**src/rtl/seven_seg_pkg.sv**
```systemverilog
// rtl/seven_seg_pkg.sv - shared constants and types for the 4-digit scan driver
package seven_seg_pkg;

    localparam int         NUM_DIGITS = 4;
    localparam logic [3:0] BCD_BLANK  = 4'hF;
    localparam logic [3:0] BCD_MINUS  = 4'hA;
    localparam logic [3:0] AN_ALL_OFF = 4'b1111;

    typedef logic [1:0] digit_idx_t;

    // Active-low one-cold anode pattern for a digit index.
    function automatic logic [3:0] anode_sel(input digit_idx_t idx);
        return AN_ALL_OFF ^ (4'b0001 << idx);
    endfunction

endpackage

```
**src/rtl/scan_refresh_counter.sv**
```systemverilog
// rtl/scan_refresh_counter.sv - per-slot divider, slot index and frame-start pulse
module scan_refresh_counter
    import seven_seg_pkg::*;
#(
    parameter int unsigned REFRESH_DIV  = 100000,
    parameter int unsigned BLANK_CYCLES = 1000
) (
    input  logic       clk,
    input  logic       rst_n,
    input  logic       i_enable,
    output digit_idx_t o_slot,
    output logic       o_in_gap,
    output logic       o_frame_start
);

    localparam int               CNT_W    = $clog2(REFRESH_DIV);
    localparam logic [CNT_W-1:0] CNT_LAST = CNT_W'(REFRESH_DIV - 1);
    localparam logic [CNT_W-1:0] GAP_END  = CNT_W'(BLANK_CYCLES);

    logic [CNT_W-1:0] r_div_cnt;
    digit_idx_t       r_slot;
    logic             r_frame_start;
    logic             w_wrap;

    assign w_wrap = (r_div_cnt == CNT_LAST);

    always_ff @(posedge clk or negedge rst_n) begin
        if (!rst_n) begin
            r_div_cnt     <= '0;
            r_slot        <= '0;
            r_frame_start <= 1'b0;
        end else if (!i_enable) begin
            r_div_cnt     <= '0;
            r_slot        <= '0;
            r_frame_start <= 1'b0;
        end else begin
            r_div_cnt     <= w_wrap ? '0 : r_div_cnt + 1'b1;
            if (w_wrap) begin
                r_slot <= r_slot + 1'b1;
            end
            // High while the counter sits on slot 0 right after slot 3.
            r_frame_start <= w_wrap && (r_slot == 2'd3);
        end
    end

    assign o_slot        = r_slot;
    assign o_in_gap      = (r_div_cnt < GAP_END);
    assign o_frame_start = r_frame_start;

endmodule

```
**src/rtl/seven_seg_scan_mux.sv**
```systemverilog
// rtl/seven_seg_scan_mux.sv - 4-digit common-anode scan driver with shadow registers
// and leading-zero suppression; all outputs registered one cycle behind the scan state.
module seven_seg_scan_mux
    import seven_seg_pkg::*;
#(
    parameter int unsigned REFRESH_DIV  = 100000,
    parameter int unsigned BLANK_CYCLES = 1000,
    parameter bit          LZ_SUPPRESS  = 1'b1
) (
    input  logic        clk,
    input  logic        rst_n,
    input  logic        enable,
    input  logic        load,
    input  logic [15:0] digits_in,
    input  logic [3:0]  dp_in,
    input  logic [3:0]  blank_in,
    output logic [3:0]  bcd_out,
    output logic        dp_on_out,
    output logic [3:0]  an,
    output logic [1:0]  digit_idx,
    output logic        frame_tick
);

    logic [15:0] r_digits;
    logic [3:0]  r_dp;
    logic [3:0]  r_blank;

    logic [3:0]  r_an;
    logic [3:0]  r_bcd;
    logic        r_dp_on;
    digit_idx_t  r_idx;
    logic        r_tick;

    digit_idx_t  w_slot;
    logic        w_in_gap;
    logic        w_frame_start;
    logic [3:0]  w_digit;
    logic [NUM_DIGITS-1:1] w_zero_run;
    logic        w_suppress;
    logic        w_lit;

    scan_refresh_counter #(
        .REFRESH_DIV  (REFRESH_DIV),
        .BLANK_CYCLES (BLANK_CYCLES)
    ) u_counter (
        .clk           (clk),
        .rst_n         (rst_n),
        .i_enable      (enable),
        .o_slot        (w_slot),
        .o_in_gap      (w_in_gap),
        .o_frame_start (w_frame_start)
    );

    always_ff @(posedge clk or negedge rst_n) begin
        if (!rst_n) begin
            r_digits <= {NUM_DIGITS{BCD_BLANK}};
            r_dp     <= '0;
            r_blank  <= '1;
        end else if (load) begin
            r_digits <= digits_in;
            r_dp     <= dp_in;
            r_blank  <= blank_in;
        end
    end

    // w_zero_run[k]: digit k and every digit to its left are zero.
    assign w_zero_run[3] = (r_digits[15:12] == 4'h0);
    assign w_zero_run[2] = w_zero_run[3] && (r_digits[11:8] == 4'h0);
    assign w_zero_run[1] = w_zero_run[2] && (r_digits[7:4]  == 4'h0);

    assign w_digit    = r_digits[{w_slot, 2'b00} +: 4];
    assign w_suppress = LZ_SUPPRESS && (w_slot != 2'd0) && w_zero_run[w_slot];
    assign w_lit      = !r_blank[w_slot] && !w_suppress;

    always_ff @(posedge clk or negedge rst_n) begin
        if (!rst_n) begin
            r_an    <= AN_ALL_OFF;
            r_bcd   <= BCD_BLANK;
            r_dp_on <= 1'b0;
            r_idx   <= '0;
            r_tick  <= 1'b0;
        end else begin
            r_idx  <= enable ? w_slot : '0;
            r_tick <= enable && w_frame_start;
            if (enable && !w_in_gap && w_lit) begin
                r_an    <= anode_sel(w_slot);
                r_bcd   <= w_digit;
                r_dp_on <= r_dp[w_slot];
            end else begin
                r_an    <= AN_ALL_OFF;
                r_bcd   <= BCD_BLANK;
                r_dp_on <= 1'b0;
            end
        end
    end

    assign an         = r_an;
    assign bcd_out    = r_bcd;
    assign dp_on_out  = r_dp_on;
    assign digit_idx  = r_idx;
    assign frame_tick = r_tick;

endmodule

```
**config.mk**
```make
export PLATFORM = sky130hd
export DESIGN_NAME = seven_seg_scan_mux
export DESIGN_NICKNAME = d
export VERILOG_FILES = /design/src/rtl/seven_seg_pkg.sv /design/src/rtl/scan_refresh_counter.sv /design/src/rtl/seven_seg_scan_mux.sv
export SDC_FILE = /design/constraint.sdc
export NUM_CORES = 1
export LEC_CHECK = 0
export BUFFER_PORTS_ARGS = -buffer_cell sky130_fd_sc_hd__buf_2
export CAP_MARGIN = 20
export CORE_UTILIZATION = 53
export CTS_BUF_LIST = sky130_fd_sc_hd__clkbuf_8
export CTS_CLUSTER_DIAMETER = 200
export DETAILED_ROUTE_END_ITERATION = 16
export PLACE_DENSITY_LB_ADDON = 0.05
export SYNTH_ARGS = -nofsm -noshare
export SYNTH_HDL_FRONTEND = slang
export SYNTH_SLANG_ARGS = --single-unit
```
**constraint.sdc**
```tcl
create_clock -name clk -period 1.82 [get_ports clk]
set_clock_uncertainty 0.05 [all_clocks]
set_input_delay 0.182 -clock clk [delete_from_list [all_inputs] [get_ports clk]]
set_output_delay 0.182 -clock clk [all_outputs]
set_load 0.02 [all_outputs]
```
After elaboration in Yosys (flattened, before gate mapping)
Cells that the tools add are included.
{"block": "word_totals", "elab_cells": 51, "in_bits": 28, "out_inout_bits": 12, "ff_bits": 56}
{"block": "op_classes", "bitwise_logic": 1, "n_mux": 15, "addsub": 2, "magnitude_cmp": 2, "n_shift": 2, "n_reduce_logical": 15, "eq_ne": 3}
{"cell": "2-to-1 mux 17 bit", "count": 2}
{"cell": "adder 17 x 1 -> 17 bit (second input constant)", "count": 1}
{"cell": "== test 17 bit (second input constant)", "count": 1}
{"cell": "less-than comparator 17 x 10 -> 1 bit (second input constant)", "count": 1}
{"cell": "variable part select 16 x 5 -> 4 bit", "count": 1}
{"cell": "logical NOT 4 bit", "count": 3}
{"cell": "logical AND 1 bit", "count": 8}
{"cell": "2-to-1 mux 4 bit", "count": 2}
{"cell": "binary-select mux 1 bit (select 2 bit)", "count": 3}
{"cell": "2-to-1 mux 2 bit", "count": 3}
{"cell": "2-to-1 mux 1 bit", "count": 5}
{"cell": "NOT 4 bit", "count": 1}
{"cell": "left shift 1 x 2 -> 4 bit (first input constant)", "count": 1}
{"cell": "logical NOT 1 bit", "count": 3}
{"cell": "less-than comparator 2 x 3 -> 1 bit (second input constant)", "count": 1}
{"cell": "adder 2 x 1 -> 2 bit (second input constant)", "count": 1}
{"cell": "== test 2 bit (second input constant)", "count": 1}
{"cell": "!= test 2 x 1 -> 1 bit (second input constant)", "count": 1}
{"cell": "nonzero test 2 bit", "count": 1}

Depth between registers and ports, before layout
Gate-level depths: netlist of the first run.
{"block": "logic_depth", "word_depth": 10, "depth_mapped": 6, "mapped_depth_nobuf": 5}

Cells and area by module
A second synthesis of the first run with hierarchy kept.
{"block": "hier_totals", "hier_cells": 198, "area_unflattened_um2": 2592.5}
{"module": "seven_seg_scan_mux", "n_inst": 1, "area_each_um2": 1567.8, "cells_per_inst": 98, "seq_area_each_um2": 935.9}
{"module": "scan_refresh_counter", "n_inst": 1, "area_each_um2": 1024.7, "cells_per_inst": 100, "seq_area_each_um2": 500.5}

Worst setup path before layout of the first run
No wires, ideal clock.
{"block": "synth_path", "kind": "register to register", "from": "register u_counter.r_div_cnt[0]", "to": "register u_counter.r_div_cnt[13]", "path_buffers": 1, "arrival_ps": 1552, "required_time_ps": 1651, "setup_slack_ps": 98, "synth_period_minus_slack_ps": 1722, "stages_incl_launch_ff": 7, "cell_sequence": "dfrtp_1 -> ha_1 -> and4_1 -> nand2_2 -> o31ai_4 -> buf_8 -> nor2_2"}
{"block": "synth_between", "elab_chain_cells": 3, "elab_cells_between_ends": 4, "cone_classes": "add/sub (1); eq/ne (1); mux (2)"}
{"element": "start: declaration", "line": "scan_refresh_counter.sv:20", "text": "logic [CNT_W-1:0] r_div_cnt;"}
{"element": "start signal: assignment", "line": "scan_refresh_counter.sv:37", "text": "r_div_cnt <= w_wrap ? '0 : r_div_cnt + 1'b1;"}
{"element": "adder 17 x 1 -> 17 bit / == test 17 bit (equally long branches)", "line": "scan_refresh_counter.sv:37, scan_refresh_counter.sv:25"}
{"element": "2-to-1 mux 17 bit (*)", "line": "scan_refresh_counter.sv:37"}
{"element": "2-to-1 mux 17 bit (*)", "line": "scan_refresh_counter.sv:32", "text": "end else if (!i_enable) begin"}
Every way passes the cells marked *; elsewhere a longest branch is shown, timed or not.
A chain may end at the register's enable or synchronous reset.

Worst setup path after layout of the first run
{"block": "layout_path", "from": "register u_counter.r_div_cnt[10]", "to": "register u_counter.r_slot[0], in the netlist u_counter.o_slot[0]"}
{"block": "layout_between", "elab_chain_cells": 2}
{"element": "== test 17 bit", "line": "scan_refresh_counter.sv:25", "text": "assign w_wrap = (r_div_cnt == CNT_LAST);"}
{"element": "!= test 2 x 1 -> 1 bit (no line)"}
{"element": "end signal: assignment", "line": "scan_refresh_counter.sv:39", "text": "r_slot <= r_slot + 1'b1;"}
{"element": "end: declaration", "line": "scan_refresh_counter.sv:21", "text": "digit_idx_t r_slot;"}
No other way between the ends.

==> qor.yml, run 1 <==
synth_ff_type: "dfstp_2"
finalHoldViolCount: 0
crit_type: "flop to flop"
ys_top_cells_by_count: "dfrtp_1, dfstp_2, mux2_2"
grt_pass1_wl_um: 8210
synth_mux_area_share_pct: 16.3
clk_latency_ns: 0.30
synthArstFlopShare_pct: 100
synthAdderAreaFrac_pct: 2.40
die_area_um2: 5200
syn_area_um2: 2610
viasPerCell: 5.18
die_h_um: 72.1
pin_count: 40
worst_pin_slew_ns: 0.575
drcViolationCount: 0
port_buffers: 39
antenna_found_initial: 0
core_um2: 4720
slowest_delay_ns: 0.46
drt_iter0_markers: 95
numPlacedInstances: 309
routabilityCongestion: 0.870
cts.clk_slew.worst_paths_ns: 0.09
ant_nets: 0
p_leak_nw: 1.28
fin_crit_sh_pct: 95.6
path_cells: "nand2_1 > or3_1 > nor3_4 > mux2_2"
worstPathMaxFanout: 5
finalPower_mw: 2.36
multi_input_area_um2: 1140
avgSynthCellArea_um2: 13.0
seqCellArea_um2: 1440
rsz0062_at_grt: "false"
ir_drop_uv: 420
grt_pass1_vias: 1676
drive_gt1_share_pct: 53.0
diodes: 0
ys_seq_elements: 56
pre_cts_ws_ns: 0.0487
dp.final_hpwl_um: 3510
grt_max_degree: 33
worst_slack_ns: 0.0797
worstPathRequired_ns: 1.97
slew_headroom_pct: 61.7
synth_edf_count: 0
via_count: 1658
slowest_stage: "dfrtp_1"
syn_inst: 201
rows: 25
yosysSeqAreaShare_pct: 55.1
htree_levels: 2
synth_xor_area_share_pct: 5.04
yosys_warnings: 0
area_delta_synth_final_pct: 18.8
status: "completed"
crit_path_start_kind: "flop"
cts_sinks: 56
cts_tree: "done"
synth_cell_type_count: 35
die_w_um: 72.1
timing.fmax_mhz: 575
finalCriticalPeriod_ns: 1.74
wirelength_um: 4710
grtUsageTotal_pct: 20.9
routedWlPerCell_um: 14.7
first_pass_iters: 4
crit_path_end_kind: "flop"
hp-class: "input port to flop"
synth_nets: 234
clock-root-buffer: "clkbuf_8"
initial_core_util_pct: 55.2
synth_compound_area_share_pct: 2.02
final_max_slew_viol_count: 0
yosysTopAreaCell: "dfstp_2"
yosys.area_share.simple_pct: 17.0
clockBufferDepth: 2
power_density_nw_per_um2: 761
max_cap_violations: 0
instances_no_fill: 320
synth_top_cell_area_share_pct: 28.2
final_nets: 285
overflow: 0
synth_top_family_by_area: "simple AND/OR/NAND/NOR gates"
fill_cells: 376
cp_data_arrival_time_ns: 1.89
synthTopCellsByArea: "dfstp_2, dfrtp_1, mux2_2, mux4_2, xnor2_1"
setup-violations-final: 0
tns_ns: 0
cts_inserted_buffers: 5
==> final timing paths <==
| check | startpoint | to | slack [ns] | depth (start not counted) |
|---|---|---|---|---|
| max | u_counter.r_div_cnt[10] | u_counter.o_slot[0] | 0.08 | 4 |
| min | dp_in[1] | r_dp[1] | 0.05 | 2 |
| max reg2reg | u_counter.r_div_cnt[10] | u_counter.o_slot[0] | 0.08 | 4 |
| min reg2reg | u_counter.o_frame_start | frame_tick | 0.42 | 1 |
| max in group asynchronous | rst_n | bcd_out[1] | 0.75 | 3 |
| min in group asynchronous | rst_n | r_dp[0] | 0.35 | 2 |
==> critical path: cells and delay by family, from the launching register on <==
family / cells / cell delay [ns]
DFF: 1 / 0.46
and+or+nand+nor: 3 / 0.77
muxes: 1 / 0.35
==> metal layers <==
layer	vias to the layer above	share of wire [%]	GRT usage, %
met1	798	52	31.5
met2	40	43	30.3
met5	-	0	0
li1	814	-	-
met4	0	1.3	6.54
met3	6	4.0	4.58
==> stage by stage <==
step / hold slack [ns] / area (µm²) / utilization [%]
global route: 0.0416 / 3100 / 65.6
detailed placement: 0.164 / 2940 / 62.2
finish: 0.0522 / 3100 / 65.6
global placement: 0.136 / 2940 / 62.2
floorplan: -0.164 / 2610 / -
CTS: 0.0408 / 3050 / 64.7
==> kinds of logic (layout without fill, tap and decap cells) <==
family,count (synthesis),after routing
simple gates,75,75
flops,56,56
mux,33,33
xor+xnor,15,15
buf+inv,12,64
fa+ha+maj,5,5
compound gates,5,5
==> power breakdown <==
group | internal [mW] | switching, mW | leakage (nW)
Combinational | 0.107 | 0.0848 | 0.544
Clock | 0.403 | 0.379 | 0.0593
Sequential | 1.34 | 0.0443 | 0.672
==> area by class of cell <==
| type | instances | share of cell area [%] |
|---|---|---|
| Sequential cell | 56 | 46.4 |
| Multi-Input combinational cell | 133 | 36.8 |
| Timing Repair Buffer | 50 | 9.85 |
| Tap cell | 67 | 2.71 |
| Clock buffer | 5 | 2.22 |
| Clock inverter | 3 | 1.25 |
| Inverter | 6 | 0.727 |
==> registers in the layout, summed over array words and instances, names as in the netlist <==
register and count:
bcd_out 4, r_blank 4, r_dp 4, frame_tick 1, digit_idx 2, dp_on_out 1, u_counter.o_slot 2, u_counter.r_div_cnt 17
r_digits 16, u_counter.o_frame_start 1, an 4
==> placed cells by master (no fill, tap or decap), types with 4 or more instances in the layout <==
| master | n |
|---|---|
| nor3_1 | 9 |
| dfrtp_1 | 27 |
| buf_4 | 8 |
| nand3_1 | 9 |
| ha_1 | 5 |
| clkbuf_8 | 5 |
| buf_2 | 39 |
| mux4_2 | 5 |
| inv_1 | 7 |
| nor2_2 | 11 |
| xnor2_1 | 12 |
| nor2_1 | 8 |
| nand4_1 | 4 |
| dfstp_2 | 28 |
| nor4_1 | 6 |
| mux2_2 | 25 |
| nand2_1 | 12 |
==> timing repair <==
item,in CTS,in global routing
resized for setup,0,5
setup endpoints to repair,0,3
endpoints found under the hold margin,4,0
hold buffers,1,0
setup buffers,0,2
Note: power is estimated with default switching activity, not from simulation.
==> run 2, diff against run 1 <==
--- a/config.mk
+++ b/config.mk
@@ -7,8 +7,8 @@
 export LEC_CHECK = 0
 export BUFFER_PORTS_ARGS = -buffer_cell sky130_fd_sc_hd__buf_2
 export CAP_MARGIN = 20
-export CORE_UTILIZATION = 53
-export CTS_BUF_LIST = sky130_fd_sc_hd__clkbuf_8
+export CORE_UTILIZATION = 51
+export CTS_BUF_LIST = sky130_fd_sc_hd__clkbuf_16
 export CTS_CLUSTER_DIAMETER = 200
 export DETAILED_ROUTE_END_ITERATION = 16
 export PLACE_DENSITY_LB_ADDON = 0.05
==> qor.yml, run 2 (synthesized netlist as in run 1, its figures left out) <==
slowest_delay_ns: 0.44  # -0.02 ns
slowest_stage: "dfrtp_1"
worst_pin_slew_ns: 0.583  # +0.00747 ns
htree_levels: 2  # unchanged
die_w_um: 73.5  # +1.9%
hp-class: "input port to flop"
worstPathMaxFanout: 4  # -1
highest_layer: "met4"
rsz0062_at_grt: "true"
tns_ns: 0  # unchanged
hold_ws_ns: 0.0661  # +0.0139 ns
status: "completed"
rows: 25  # unchanged
first_pass_iters: 4  # unchanged
p_comb_share_pct: 7.6  # -0.6 points
grt_pass1_wl_um: 8020  # -2.3%
final_max_slew_viol_count: 0  # unchanged
switching_share_pct: 22.0  # +0.47 points
wl_met3_um: 214  # +14%
via_count: 1693  # +2.1%
routabilityCongestion: 0.863  # -0.79%
setup-violations-final: 0  # unchanged
whs_path_depth: 2  # unchanged
seqCellArea_um2: 1440  # about the same
max_cap_violations: 0  # unchanged
p_sw_uw: 550  # +8.2%
wl_met1_um: 2260  # -7.3%
largest_reg_flops: 17  # unchanged
top_regs: "u_counter.r_div_cnt: 17 flops, r_digits: 16 flops"
overflow: 0  # unchanged
crit_path_end_kind: "flop"
wl_met2_um: 2170  # +7.1%
fin_crit_sh_pct: 95.9  # +0.25 points
p_leak_nw: 1.25  # -2.0%
pin_count: 40  # unchanged
dp.final_hpwl_um: 3530  # +0.52%
r2r_slack_ns: 0.08  # about the same
antenna_found_initial: 0  # unchanged
cts_sinks: 56  # unchanged
viasPerCell: 5.29  # +2.1%
cts_inserted_buffers: 5  # unchanged
cell_internal_pwr_mw: 1.95  # +5.2%
routedWlPerCell_um: 14.9  # +0.81%
power_density_nw_per_um2: 806  # +6.0%
cts.clk_slew.worst_paths_ns: 0.07  # -0.02 ns
die_area_um2: 5400  # +3.8%
ir_drop_uv: 458  # +8.9%
clk_latency_ns: 0.29  # about the same
area_delta_synth_final_pct: 18.7  # about the same
final_common_cell: "buf_2"
clockBufferDepth: 2  # unchanged
largest_register: "u_counter.r_div_cnt"
cts_tree: "done"
diodes: 0  # unchanged
cp_data_arrival_time_ns: 1.87  # -0.02 ns
fill_cells: 404  # +7.4%
mostFrequentLayoutCells: "buf_2, dfstp_2, dfrtp_1"
crit_type: "flop to flop"
clkPwrFrac_pct: 36.9  # +3.7 points
wirelength_um: 4750  # +0.81%
grtUsageTotal_pct: 19.9  # -0.98 points
core_um2: 4820  # +2.0%
ant_nets: 0  # unchanged
final_nets: 285  # unchanged
drcViolationCount: 0  # unchanged
drt_iter0_markers: 67  # -29%
initial_core_util_pct: 54.1  # -1.1 points
worstRegToRegCells: 4  # unchanged
finalPower_mw: 2.50  # +5.9%
path_cells: "nor4_4 > nand4b_4 > nor3_2 > mux2_2"
crit_path_start_kind: "flop"
die_h_um: 73.5  # +1.9%
drive_gt1_share_pct: 51.8  # -1.2 points
clock-root-buffer: "clkbuf_16"
grt_max_degree: 32  # -3.0%
seqPwrFrac_pct: 55.4  # -3.3 points
finalHoldViolCount: 0  # unchanged
worstPathRequired_ns: 1.95  # -0.02 ns
slew_headroom_pct: 61.2  # -0.50 points
finalCriticalPeriod_ns: 1.74  # +0.00459 ns
grt_pass1_vias: 1704  # +1.7%
multi_input_area_um2: 1120  # -1.9%
port_buffers: 39  # unchanged
timing.fmax_mhz: 573  # -0.26%
cts_setup_buffers: 0  # unchanged
-- run 2: power groups by stage --
| stage | sequential, mW | combinational [mW] | clock [mW] |
|---|---|---|---|
| after floorplan | 1.39 | 0.114 | 0 |
| after global placement | 1.40 | 0.183 | 0 |
| after detailed placement | 1.40 | 0.192 | 0 |
| after CTS | 1.38 | 0.194 | 0.941 |
| after global routing | 1.39 | 0.212 | 0.983 |
| final | 1.38 | 0.190 | 0.922 |
-- run 2: what timing repair did --
action,4_1_cts,5_1_grt
endpoints found under the hold margin,3,0
setup endpoints to repair,0,1
resized for setup,0,1
hold buffers,1,0
-- run 2: cell type report --
cell class              count  area share, %
clock buffers               5           4.04
flip-flops and latches     56           46.4
clock inverters             3          0.485
inverters                   6          0.728
multi-input cells         133           36.2
repair buffers             50           9.46
well taps                  67           2.71
-- run 2: layer usage --
metal  GRT usage [%]  vias up
li1                -      814
met1            26.6      820
met2            31.9       49
met3            3.29       10
met4            8.97        0
met5               0        -
-- run 2: critical path: cells and delay by family, from the launching register on --
family,cells,cell delay [ns]
AND/OR/NAND/NOR,3,0.79
flip-flops,1,0.44
multiplexers,1,0.36
-- run 2: final timing paths --
check / start / endpoint
max: u_counter.r_div_cnt[11] / u_counter.o_slot[0]
min: dp_in[1] / r_dp[1]
max reg2reg: u_counter.r_div_cnt[11] / u_counter.o_slot[0]
min reg2reg: u_counter.o_frame_start / frame_tick
max in group asynchronous: rst_n / bcd_out[0]
min in group asynchronous: rst_n / r_dp[1]
-- run 2: per-stage QoR --
stage | instances | area (µm²) | util [%] | worst slack (ns)
final | 320 | 3100 | 64.3 | 0.0751
after global routing | 320 | 3100 | 64.3 | -0.00453
after CTS | 320 | 3090 | 64.1 | 0.0626
after detailed placement | 311 | 2940 | 61.0 | 0.0863
after global placement | 311 | 2940 | 61.0 | 0.113
after floorplan | 201 | 2610 | - | 0.0984
==> run 3, diff against run 2 <==
--- a/config.mk
+++ b/config.mk
@@ -7,7 +7,7 @@
 export LEC_CHECK = 0
 export BUFFER_PORTS_ARGS = -buffer_cell sky130_fd_sc_hd__buf_2
 export CAP_MARGIN = 20
-export CORE_UTILIZATION = 51
+export CORE_UTILIZATION = 56
 export CTS_BUF_LIST = sky130_fd_sc_hd__clkbuf_16
 export CTS_CLUSTER_DIAMETER = 200
 export DETAILED_ROUTE_END_ITERATION = 16
==> constraint.sdc (replaced) <==
create_clock -name clk -period 2 [get_ports clk]
set_clock_uncertainty 0.05 [all_clocks]
set_input_delay 0.2 -clock clk [delete_from_list [all_inputs] [get_ports clk]]
set_output_delay 0.2 -clock clk [all_outputs]
set_load 0.02 [all_outputs]
==> qor.yml, run 3 (synthesized netlist as in run 1, its figures left out) <==
finalCriticalPeriod_ns: 1.83  # +0.0804 ns
die_w_um: 70.2  # -4.4%
hold_start: "dp_in[1]"
drcViolationCount: 0  # unchanged
crit_start: "u_counter.r_div_cnt[0]"
power_density_nw_per_um2: 741  # -8.1%
fin_crit_sh_pct: 91.3  # -4.6 points
crit_path_end_kind: "flop"
slowest_delay_ns: 0.42  # -0.02 ns
finalHoldViolCount: 0  # unchanged
largest_reg_flops: 17  # unchanged
clockBufferDepth: 2  # unchanged
worstReg2RegStart: "u_counter.r_div_cnt[0]"
place_area_um2: 2900  # -1.5%
worstPathMaxFanout: 5  # +1
first_pass_iters: 4  # unchanged
grt_pass1_vias: 1749  # +2.6%
htree_levels: 2  # unchanged
status: "completed"
fill_cells: 344  # -15%
via_count: 1657  # -2.1%
setup-violations-final: 0  # unchanged
die_h_um: 70.2  # -4.4%
viasPerCell: 5.52  # +4.4%
p_leak_nw: 1.23  # -1.3%
final_nets: 280  # -1.8%
worst-path-stages: 5  # +1
grt_pass1_wl_um: 8400  # +4.6%
path_cells: "ha_1 > and4_1 > nand2_2 > nor3_2 > mux2_2"
overflow: 0  # unchanged
seqPwrFrac_pct: 56.0  # +0.6 points
rsz0062_at_grt: "false"
top_regs: "u_counter.r_div_cnt: 17 flops, r_digits: 16 flops"
tns_ns: 0  # unchanged
slew_headroom_pct: 59.7  # -1.4 points
wirelength_um: 4720  # -0.69%
routedWlPerCell_um: 15.7  # +5.9%
area_delta_synth_final_pct: 16.7
initial_core_util_pct: 59.1  # +4.9 points
p_comb_share_pct: 7.6  # about the same
cts_inserted_buffers: 5  # unchanged
cp_data_arrival_time_ns: 1.95  # +0.08 ns
worst_pin_slew_ns: 0.604  # +0.0214 ns
ir_drop_uv: 432  # -5.7%
crit_type: "flop to flop"
pin_count: 40  # unchanged
cts.clk_slew.worst_paths_ns: 0.07  # about the same
core_um2: 4410  # -8.4%
worstPathRequired_ns: 2.13  # +0.18 ns
diodes: 0  # unchanged
clk_latency_ns: 0.29  # about the same
crit_family: "simple AND/OR/NAND/NOR gates"
path_buf_inv: 0  # unchanged
cell_internal_pwr_mw: 1.77  # -9.3%
ant_nets: 0  # unchanged
routabilityCongestion: 0.884  # +2.4%
grt_max_degree: 32  # unchanged
crit_path_start_kind: "flop"
max_cap_violations: 0  # unchanged
mostFrequentLayoutCells: "buf_2, dfstp_2, dfrtp_1"
worstRegToRegCells: 5  # +1
final_area_um2: 3040  # -1.7%
grtUsageTotal_pct: 22.1  # +2.2 points
whs_path_depth: 2  # unchanged
clkPwrFrac_pct: 36.4  # -0.5 points
slowest_stage: "dfrtp_1"
switching_share_pct: 21.6  # -0.40 points
final_common_cell: "buf_2"
rows: 24  # -4.0%
p_sw_uw: 487  # -11%
antenna_found_initial: 0  # unchanged
timing.fmax_mhz: 548  # -4.4%
cts_setup_buffers: 0  # unchanged
port_buffers: 39  # unchanged
drive_gt1_share_pct: 50.0  # -1.8 points
drt_iter0_markers: 84  # +25%
postCtsHoldBufs: 1  # unchanged
ctsResizeCount: 0  # unchanged
clock-root-buffer: "clkbuf_16"
final_max_slew_viol_count: 0  # unchanged
cts_tree: "done"
largest_register: "u_counter.r_div_cnt"
cts_sinks: 56  # unchanged
die_area_um2: 4930  # -8.7%
hp-class: "input port to flop"
dp.final_hpwl_um: 3500  # -0.86%
[run 3: changes by cell type in the layout (fill, tap and decap cells not counted)]
cell        delta
buf_12         +1
nor4_1         +1
clkinvlp_4     -1
buf_4          -6
nor4_2         -1
inv_1          +1
[run 3: metal layers]
metal	GRT usage [%]	share of wire (%)	up-vias
li1	-	-	807
met1	32.5	49	806
met2	33.2	46	37
met3	4.62	4.0	7
met4	6.67	1.3	0
met5	0	0	-
[run 3: power groups by stage]
stage | Combinational, mW | Sequential, mW | Clock, mW
2_1_floorplan | 0.104 | 1.26 | 0
3_5_place_dp | 0.172 | 1.28 | 0
3_3_place_gp | 0.163 | 1.27 | 0
6_report | 0.171 | 1.26 | 0.820
5_1_grt | 0.190 | 1.27 | 0.880
4_1_cts | 0.174 | 1.26 | 0.840
[run 3: through the flow]
step           total power, mW  utilization [%]  setup WS (ns)  hold WS [ns]  std cells
3_3_place_gp              1.44             65.6          0.227         0.160        291
5_1_grt                   2.34             68.9         0.0767        0.0828        300
2_1_floorplan             1.36                -          0.278        -0.146        201
4_1_cts                   2.27             68.9          0.168        0.0854        300
3_5_place_dp              1.45             65.6          0.181         0.184        291
6_report                  2.25             68.9          0.175        0.0897        300
[run 3: path summary, 6_finish.rpt]
| check | endpoint | slack (ns) |
|---|---|---|
| max | u_counter.o_slot[0] | 0.17 |
| min | r_dp[1] | 0.09 |
| max reg2reg | u_counter.o_slot[0] | 0.17 |
| min reg2reg | frame_tick | 0.41 |
| max in group asynchronous | bcd_out[0] | 0.86 |
| min in group asynchronous | r_dp[1] | 0.40 |
[run 3: area by class of cell]
class	instances	area, µm²	share of cell area [%]
multi-input combinational	133	1110	36.6
tap	52	65.1	2.14
sequential	56	1440	47.2
inverter	6	22.5	0.740
clock inverter	3	11.3	0.370
clock buffer	5	125	4.11
timing repair buffer	45	268	8.80
